<file path="config.mk">
export PLATFORM = sky130hd
export DESIGN_NAME = uart_cmd_sched
export DESIGN_NICKNAME = d
export VERILOG_FILES = /design/src/rtl/uart_cmd_sched.sv
export SDC_FILE = /design/constraint.sdc
export NUM_CORES = 1
export LEC_CHECK = 0
export ABC_AREA = 1
export ABC_CLOCK_PERIOD_IN_PS = 8500
export BUFFER_PORTS_ARGS = -buffer_cell sky130_fd_sc_hd__buf_2
export CORE_AREA = 2 2 107 109
export CTS_CLUSTER_SIZE = 25
export DETAILED_ROUTE_END_ITERATION = 8
export DIE_AREA = 0 0 109 111
export PLACE_DENSITY = 0.7
export SLEW_MARGIN = 10
export SYNTH_ARGS = -nofsm -noshare
export SYNTH_HDL_FRONTEND = slang
export SYNTH_SLANG_ARGS = --single-unit
</file>
<file path="constraint.sdc">
create_clock -name clk -period 8.5 [get_ports clk]
set_input_delay 0.85 -clock clk [delete_from_list [all_inputs] [get_ports clk]]
set_output_delay 0.85 -clock clk [all_outputs]
set_load 0.05 [all_outputs]
</file>
<file path="src/rtl/uart_cmd_sched.sv">
// uart_cmd_sched: parses "!<M|G><digits>\r" frames from the UART receive stream, delivers the
// decimal value to the MGU or GNU over valid/ready, and answers each frame with ACK or NAK.
// Inter-byte silence in TGT/DIGIT longer than TIMEOUT_CLKS aborts the frame with a NAK.

module uart_cmd_sched #(
    parameter int unsigned TIMEOUT_CLKS = 17360,
    parameter int unsigned MAX_DIGITS   = 5
) (
    input  logic        clk,
    input  logic        rst,
    input  logic        i_rx_dv,
    input  logic [7:0]  i_rx_byte,
    output logic [15:0] o_mgu_cmd,
    output logic        o_mgu_vld,
    input  logic        i_mgu_rdy,
    output logic [15:0] o_gnu_cmd,
    output logic        o_gnu_vld,
    input  logic        i_gnu_rdy,
    output logic        o_tx_dv,
    output logic [7:0]  o_tx_byte,
    input  logic        i_tx_active,
    output logic        o_busy,
    output logic [7:0]  o_err_cnt
);

    localparam int unsigned CntW  = (TIMEOUT_CLKS > 2) ? $clog2(TIMEOUT_CLKS) : 1;
    localparam int unsigned DcntW = $clog2(MAX_DIGITS + 1);

    localparam logic [CntW-1:0]  TimeoutLast = CntW'(TIMEOUT_CLKS - 1);
    localparam logic [DcntW-1:0] DigitMax    = DcntW'(MAX_DIGITS);

    localparam logic [7:0] ChBang = 8'h21;
    localparam logic [7:0] ChM    = 8'h4D;
    localparam logic [7:0] ChG    = 8'h47;
    localparam logic [7:0] ChCr   = 8'h0D;
    localparam logic [7:0] ChAck  = 8'h06;
    localparam logic [7:0] ChNak  = 8'h15;

    localparam logic [2:0] StIdle  = 3'd0;
    localparam logic [2:0] StTgt   = 3'd1;
    localparam logic [2:0] StDigit = 3'd2;
    localparam logic [2:0] StIssue = 3'd3;
    localparam logic [2:0] StAck   = 3'd4;
    localparam logic [2:0] StNak   = 3'd5;

    logic [2:0]       state_q, state_d;
    logic [16:0]      acc_q, acc_d;
    logic [DcntW-1:0] dcnt_q, dcnt_d;
    logic             ovf_q, ovf_d;
    logic             tgt_q, tgt_d;      // 1 = GNU, 0 = MGU
    logic [CntW-1:0]  tmo_q;
    logic [15:0]      mgu_cmd_q, gnu_cmd_q;
    logic             mgu_vld_q, gnu_vld_q;
    logic [7:0]       tx_byte_q;
    logic [7:0]       err_cnt_q;

    logic        is_digit;
    logic [3:0]  digit;
    logic [20:0] acc_mac;
    logic        timed_state;
    logic        tmo_hit;
    logic        sel_rdy;
    logic        go_issue, go_ack, go_nak;

    assign is_digit    = (i_rx_byte >= 8'h30) && (i_rx_byte <= 8'h39);
    assign digit       = i_rx_byte[3:0];
    assign acc_mac     = ({4'b0, acc_q} * 21'd10) + {17'b0, digit};
    assign timed_state = (state_q == StTgt) || (state_q == StDigit);
    // A byte in the expiry cycle wins over the timeout.
    assign tmo_hit     = timed_state && !i_rx_dv && (tmo_q == TimeoutLast);
    assign sel_rdy     = tgt_q ? i_gnu_rdy : i_mgu_rdy;

    // Next-state and frame-parsing decode.
    always_comb begin
        state_d  = state_q;
        acc_d    = acc_q;
        dcnt_d   = dcnt_q;
        ovf_d    = ovf_q;
        tgt_d    = tgt_q;
        go_issue = 1'b0;
        go_ack   = 1'b0;
        go_nak   = 1'b0;
        unique case (state_q)
            StIdle: begin
                if (i_rx_dv && i_rx_byte == ChBang) state_d = StTgt;
            end
            StTgt: begin
                if (i_rx_dv) begin
                    if (i_rx_byte == ChM || i_rx_byte == ChG) begin
                        tgt_d   = (i_rx_byte == ChG);
                        acc_d   = '0;
                        dcnt_d  = '0;
                        ovf_d   = 1'b0;
                        state_d = StDigit;
                    end else if (i_rx_byte != ChBang) begin
                        go_nak = 1'b1;
                    end
                end else if (tmo_hit) begin
                    go_nak = 1'b1;
                end
            end
            StDigit: begin
                if (i_rx_dv) begin
                    if (is_digit) begin
                        if (dcnt_q < DigitMax) begin
                            acc_d  = acc_mac[16:0];
                            dcnt_d = dcnt_q + 1'b1;
                            ovf_d  = ovf_q || (acc_mac > 21'd65535);
                        end else begin
                            go_nak = 1'b1;
                        end
                    end else if (i_rx_byte == ChCr) begin
                        if (dcnt_q != '0 && !ovf_q) begin
                            go_issue = 1'b1;
                            state_d  = StIssue;
                        end else begin
                            go_nak = 1'b1;
                        end
                    end else if (i_rx_byte == ChBang) begin
                        // Silent restart of the frame.
                        state_d = StTgt;
                    end else begin
                        go_nak = 1'b1;
                    end
                end else if (tmo_hit) begin
                    go_nak = 1'b1;
                end
            end
            StIssue: begin
                if (sel_rdy) begin
                    go_ack  = 1'b1;
                    state_d = StAck;
                end
            end
            StAck, StNak: begin
                if (!i_tx_active) state_d = StIdle;
            end
            default: state_d = StIdle;
        endcase
        if (go_nak) state_d = StNak;
    end

    // State, accumulator, timeout counter and output registers.
    always_ff @(posedge clk or posedge rst) begin
        if (rst) begin
            state_q   <= StIdle;
            acc_q     <= '0;
            dcnt_q    <= '0;
            ovf_q     <= 1'b0;
            tgt_q     <= 1'b0;
            tmo_q     <= '0;
            mgu_cmd_q <= '0;
            gnu_cmd_q <= '0;
            mgu_vld_q <= 1'b0;
            gnu_vld_q <= 1'b0;
            tx_byte_q <= '0;
            err_cnt_q <= '0;
        end else begin
            state_q <= state_d;
            acc_q   <= acc_d;
            dcnt_q  <= dcnt_d;
            ovf_q   <= ovf_d;
            tgt_q   <= tgt_d;
            // Counter is idle at zero outside TGT/DIGIT, so entry always starts from zero.
            if (!timed_state || i_rx_dv || tmo_hit) begin
                tmo_q <= '0;
            end else begin
                tmo_q <= tmo_q + 1'b1;
            end
            if (go_issue) begin
                if (tgt_q) begin
                    gnu_cmd_q <= acc_q[15:0];
                    gnu_vld_q <= 1'b1;
                end else begin
                    mgu_cmd_q <= acc_q[15:0];
                    mgu_vld_q <= 1'b1;
                end
            end
            if (go_ack) begin
                mgu_vld_q <= 1'b0;
                gnu_vld_q <= 1'b0;
                tx_byte_q <= ChAck;
            end
            if (go_nak) begin
                tx_byte_q <= ChNak;
                if (err_cnt_q != 8'hFF) err_cnt_q <= err_cnt_q + 8'd1;
            end
        end
    end

    assign o_mgu_cmd = mgu_cmd_q;
    assign o_mgu_vld = mgu_vld_q;
    assign o_gnu_cmd = gnu_cmd_q;
    assign o_gnu_vld = gnu_vld_q;
    assign o_tx_byte = tx_byte_q;
    assign o_err_cnt = err_cnt_q;
    assign o_busy    = (state_q != StIdle);
    // Strobe in the first ACK/NAK cycle the transmitter is free; the state leaves on that edge.
    assign o_tx_dv   = ((state_q == StAck) || (state_q == StNak)) && !i_tx_active;

endmodule

</file>
==> results.py <==
metrics = {
    "clock_tree": {
        "cts_resized": 0,
        "root_buffer": "clkbuf_16",
        "cts.sinks": 85,
        "clock_latency_ns": 0.34,
        "path_clk_slew_ns": 0.06,
        "htreeDepth": 3,
        "cts_buffers": 9,
        "clockBufferDepth": 2,
        "post-cts-setup-buffer-count": 0,
        "postCtsHoldBufs": 0,
        "tritoncts": "done",
    },
    "status": {
        "status": "finished clean",
    },
    "setup_path": {
        "crit_type": "flop to flop",
        "cp.arrival_ns": 3.15,
        "cp_data_required_time_ns": 8.73,
        "worstPathCellList": "ha_1, ha_1, fa_1, nand2_1, nor2_1, nand2_1, nand2_1, nand2_1, nor2_2, nand3_2, nor2_4, nand3_2, o21ai_1, nand3_1, nand3_1, nand2_1",
        "cp-end-kind": "flop",
        "critPathTopFamily": "adder cells",
        "slowest_delay_ns": 0.56,
        "cp-start-kind": "flop",
        "cp_max_fo": 4,
        "cp_common_cell": "nand2_1",
        "cp.buffers_inverters": 0,
        "crit_slowest_cell": "fa_1",
    },
    "logic_synthesis": {
        "synth_flop_cell": "dfrtp_1",
        "synth.top_cell.area_share_pct": 39.4,
        "synthCells": 708,
        "synth_area_um2": 5390,
        "async_flop_share_pct": 100,
        "ys_ff_latch": 85,
        "synth_edf_count": 0,
        "syn_avg_cell_area_um2": 7.62,
        "synth.distinct_cells": 44,
        "yosysSeqAreaShare_pct": 39.4,
        "ys_warn_count": 0,
        "synthTopCellsByArea": "dfrtp_1, nand2_1, ha_1, inv_1, nand3_1",
        "synth_top_area_cell": "dfrtp_1",
    },
    "floorplanning": {
        "dieArea_um2": 12100,
        "start_util_pct": 48.7,
        "rows": 39,
        "ioPinCount": 66,
        "core_um2": 11100,
        "die_h_um": 111,
        "die_w_um": 109,
    },
    "sta": {
        "slew_headroom_pct": 30.4,
        "hold_ws_ns": 0.456,
        "maxSlewViolCount": 0,
        "finalHoldViolCount": 0,
        "fin_setup_tns_ns": 0,
        "fmax_mhz": 342,
        "period_needed_ns": 2.92,
        "worstMarginPinSlew_ns": 1.04,
        "finalClockSkew_ns": 0.00572,
        "setup_viol": 0,
        "finalCritPeriodShare_pct": 34.4,
        "grt_setup_unrepaired": "no",
    },
    "detailed_routing": {
        "vias_per_cell": 5.16,
        "wl_um": 12100,
        "routed-via-count": 4727,
        "drc_errors": 0,
        "drtPass1Iterations": 5,
        "ant_nets": 0,
        "drt_iter0_drc": 396,
        "wire_per_inst_um": 13.2,
    },
    "global_routing": {
        "grt_pass1_vias": 4532,
        "grt_overflow_total": 0,
        "track_usage_pct": 21.6,
        "antenna_found_initial": 0,
        "grt_max_degree": 86,
        "grt_pass1_wl_um": 20900,
    },
    "layout": {
        "fillCellCount": 1030,
        "antenna_cells": 0,
        "synthToLayoutAreaGrowth_pct": 13.7,
        "layout-drive-gt1-share_pct": 15.4,
        "fin_nets": 821,
    },
    "power": {
        "p_int_uw": 794,
        "switching_share_pct": 37.4,
        "p_switching_uw": 474,
        "combPwrFrac_pct": 28.5,
        "ir_worst_vdd_mv": 0.207,
        "p_leak_nw": 3.19,
        "power.share.sequential_pct": 37.6,
        "power.share.clock_pct": 33.9,
        "cellPowerDensity_nw_per_um2": 207,
    },
    "place": {
        "dp_hpwl_um": 9270,
        "place.gp.congestion": 0.923,
        "port_buffers": 61,
    },
    "job": {
        "drv_cap": 0,
    },
    "min_path": {
        "min_path_type": "flop to flop",
    },
}
-- per-layer routing --
layer | vias up | track usage [%] | share of wire [%]
met5 | - | 0 | 0
li1 | 2402 | - | -
met1 | 2188 | 28.2 | 44
met4 | 0 | 7.61 | 2.8
met2 | 115 | 35.6 | 49
met3 | 22 | 4.00 | 3.8
-- per-stage QoR --
| step | setup slack, ns | area [µm²] | cells | power, mW | utilization [%] |
|---|---|---|---|---|---|
| CTS | 5.57 | 6130 | 916 | 1.28 | 55.4 |
| global route | 5.37 | 6130 | 916 | 1.34 | 55.4 |
| finish | 5.58 | 6130 | 916 | 1.27 | 55.4 |
| detailed placement | 5.58 | 5810 | 900 | 0.844 | 52.4 |
| floorplan | 5.46 | 5410 | 711 | 0.770 | - |
| global placement | 5.71 | 5810 | 900 | 0.838 | 52.4 |
-- kinds of logic after synthesis --
family	share of synthesized area [%]
buffers and inverters	9.70
XOR/XNOR	2.44
AND/OR/NAND/NOR	27.1
adder cells (fa/ha/maj)	9.32
other	0.0695
AO/OA/AOI/OAI	12.0
flip-flops	39.4
-- worst register-to-register path, cell delays in order (launching register included) --
cell and delay [ns]:
dfrtp_1 0.43, ha_1 0.32, ha_1 0.26, fa_1 0.56
nand2_1 0.08, nor2_1 0.08, nand2_1 0.07, nand2_1 0.06
nand2_1 0.07, nor2_2 0.14, nand3_2 0.12, nor2_4 0.14
nand3_2 0.12, o21ai_1 0.16, nand3_1 0.08, nand3_1 0.07
nand2_1 0.06
-- cell usage after synthesis (2+ instances only) --
library cell    n
nor2_2         10
nor3_2          3
o21a_1          2
dfrtp_1        85
nor2_1         49
nand3_2         3
ha_1           37
nand4_1        13
nor3_1         11
xor2_1         10
buf_2           8
nand3_1        43
nor3b_1         5
o31ai_1         2
xnor2_1         5
nand2_2         7
a21oi_1        28
buf_4           6
o21ai_1        21
inv_2           7
o21bai_1        2
o22ai_1         6
a21oi_2         3
o211ai_1        2
clkbuf_1        2
fa_1            2
nand3b_1        3
o21ai_0        39
inv_1         105
a31oi_1         3
nand2_1       173
-- layout by cell type (no fill, tap or decap), drive strengths merged, types with 14 or more instances in the layout --
master,n
nand2,181
inv,116
dfrtp,85
buf,62
o21ai,62
nor2,61
nand3,46
ha,37
a21oi,31
nor3,14
-- area by class of cell --
class | instances | area (µm²) | share of cell area [%]
multi-input combinational | 496 | 2760 | 44.9
clock buffer | 9 | 225 | 3.67
clock inverter | 7 | 103 | 1.67
timing repair buffer | 62 | 313 | 5.10
tap | 143 | 179 | 2.92
sequential | 85 | 2130 | 34.7
inverter | 114 | 432 | 7.04
-- state kept, by name (all words and copies together) (netlist names) --
signal and flops:
o_gnu_vld 1, state_q 3, o_mgu_vld 1, o_err_cnt 8, ovf_q 1, tgt_q 1, o_tx_byte 3, dcnt_q 3
acc_q 17, o_mgu_cmd 16, tmo_q 15, o_gnu_cmd 16
-- power by group through the flow --
stage / Clock [mW] / Combinational, mW / Sequential (mW)
after floorplan: 0 / 0.220 / 0.550
after detailed placement: 0 / 0.360 / 0.484
after global placement: 0 / 0.356 / 0.482
after global routing: 0.456 / 0.399 / 0.483
final: 0.429 / 0.361 / 0.477
after CTS: 0.437 / 0.363 / 0.477
-- path summary, 6_finish.rpt --
check / startpoint / to / slack (ns) / depth (start not counted)
min in group asynchronous: rst / o_gnu_cmd[15] / 0.82 / 3
min reg2reg: tmo_q[0] / tmo_q[0] / 0.46 / 1
max reg2reg: acc_q[1] / ovf_q / 5.58 / 16
max: acc_q[1] / ovf_q / 5.58 / 16
max in group asynchronous: rst / tmo_q[14] / 7.00 / 3
min: tmo_q[0] / tmo_q[0] / 0.46 / 1
Note: power is estimated with default switching activity, not from simulation.
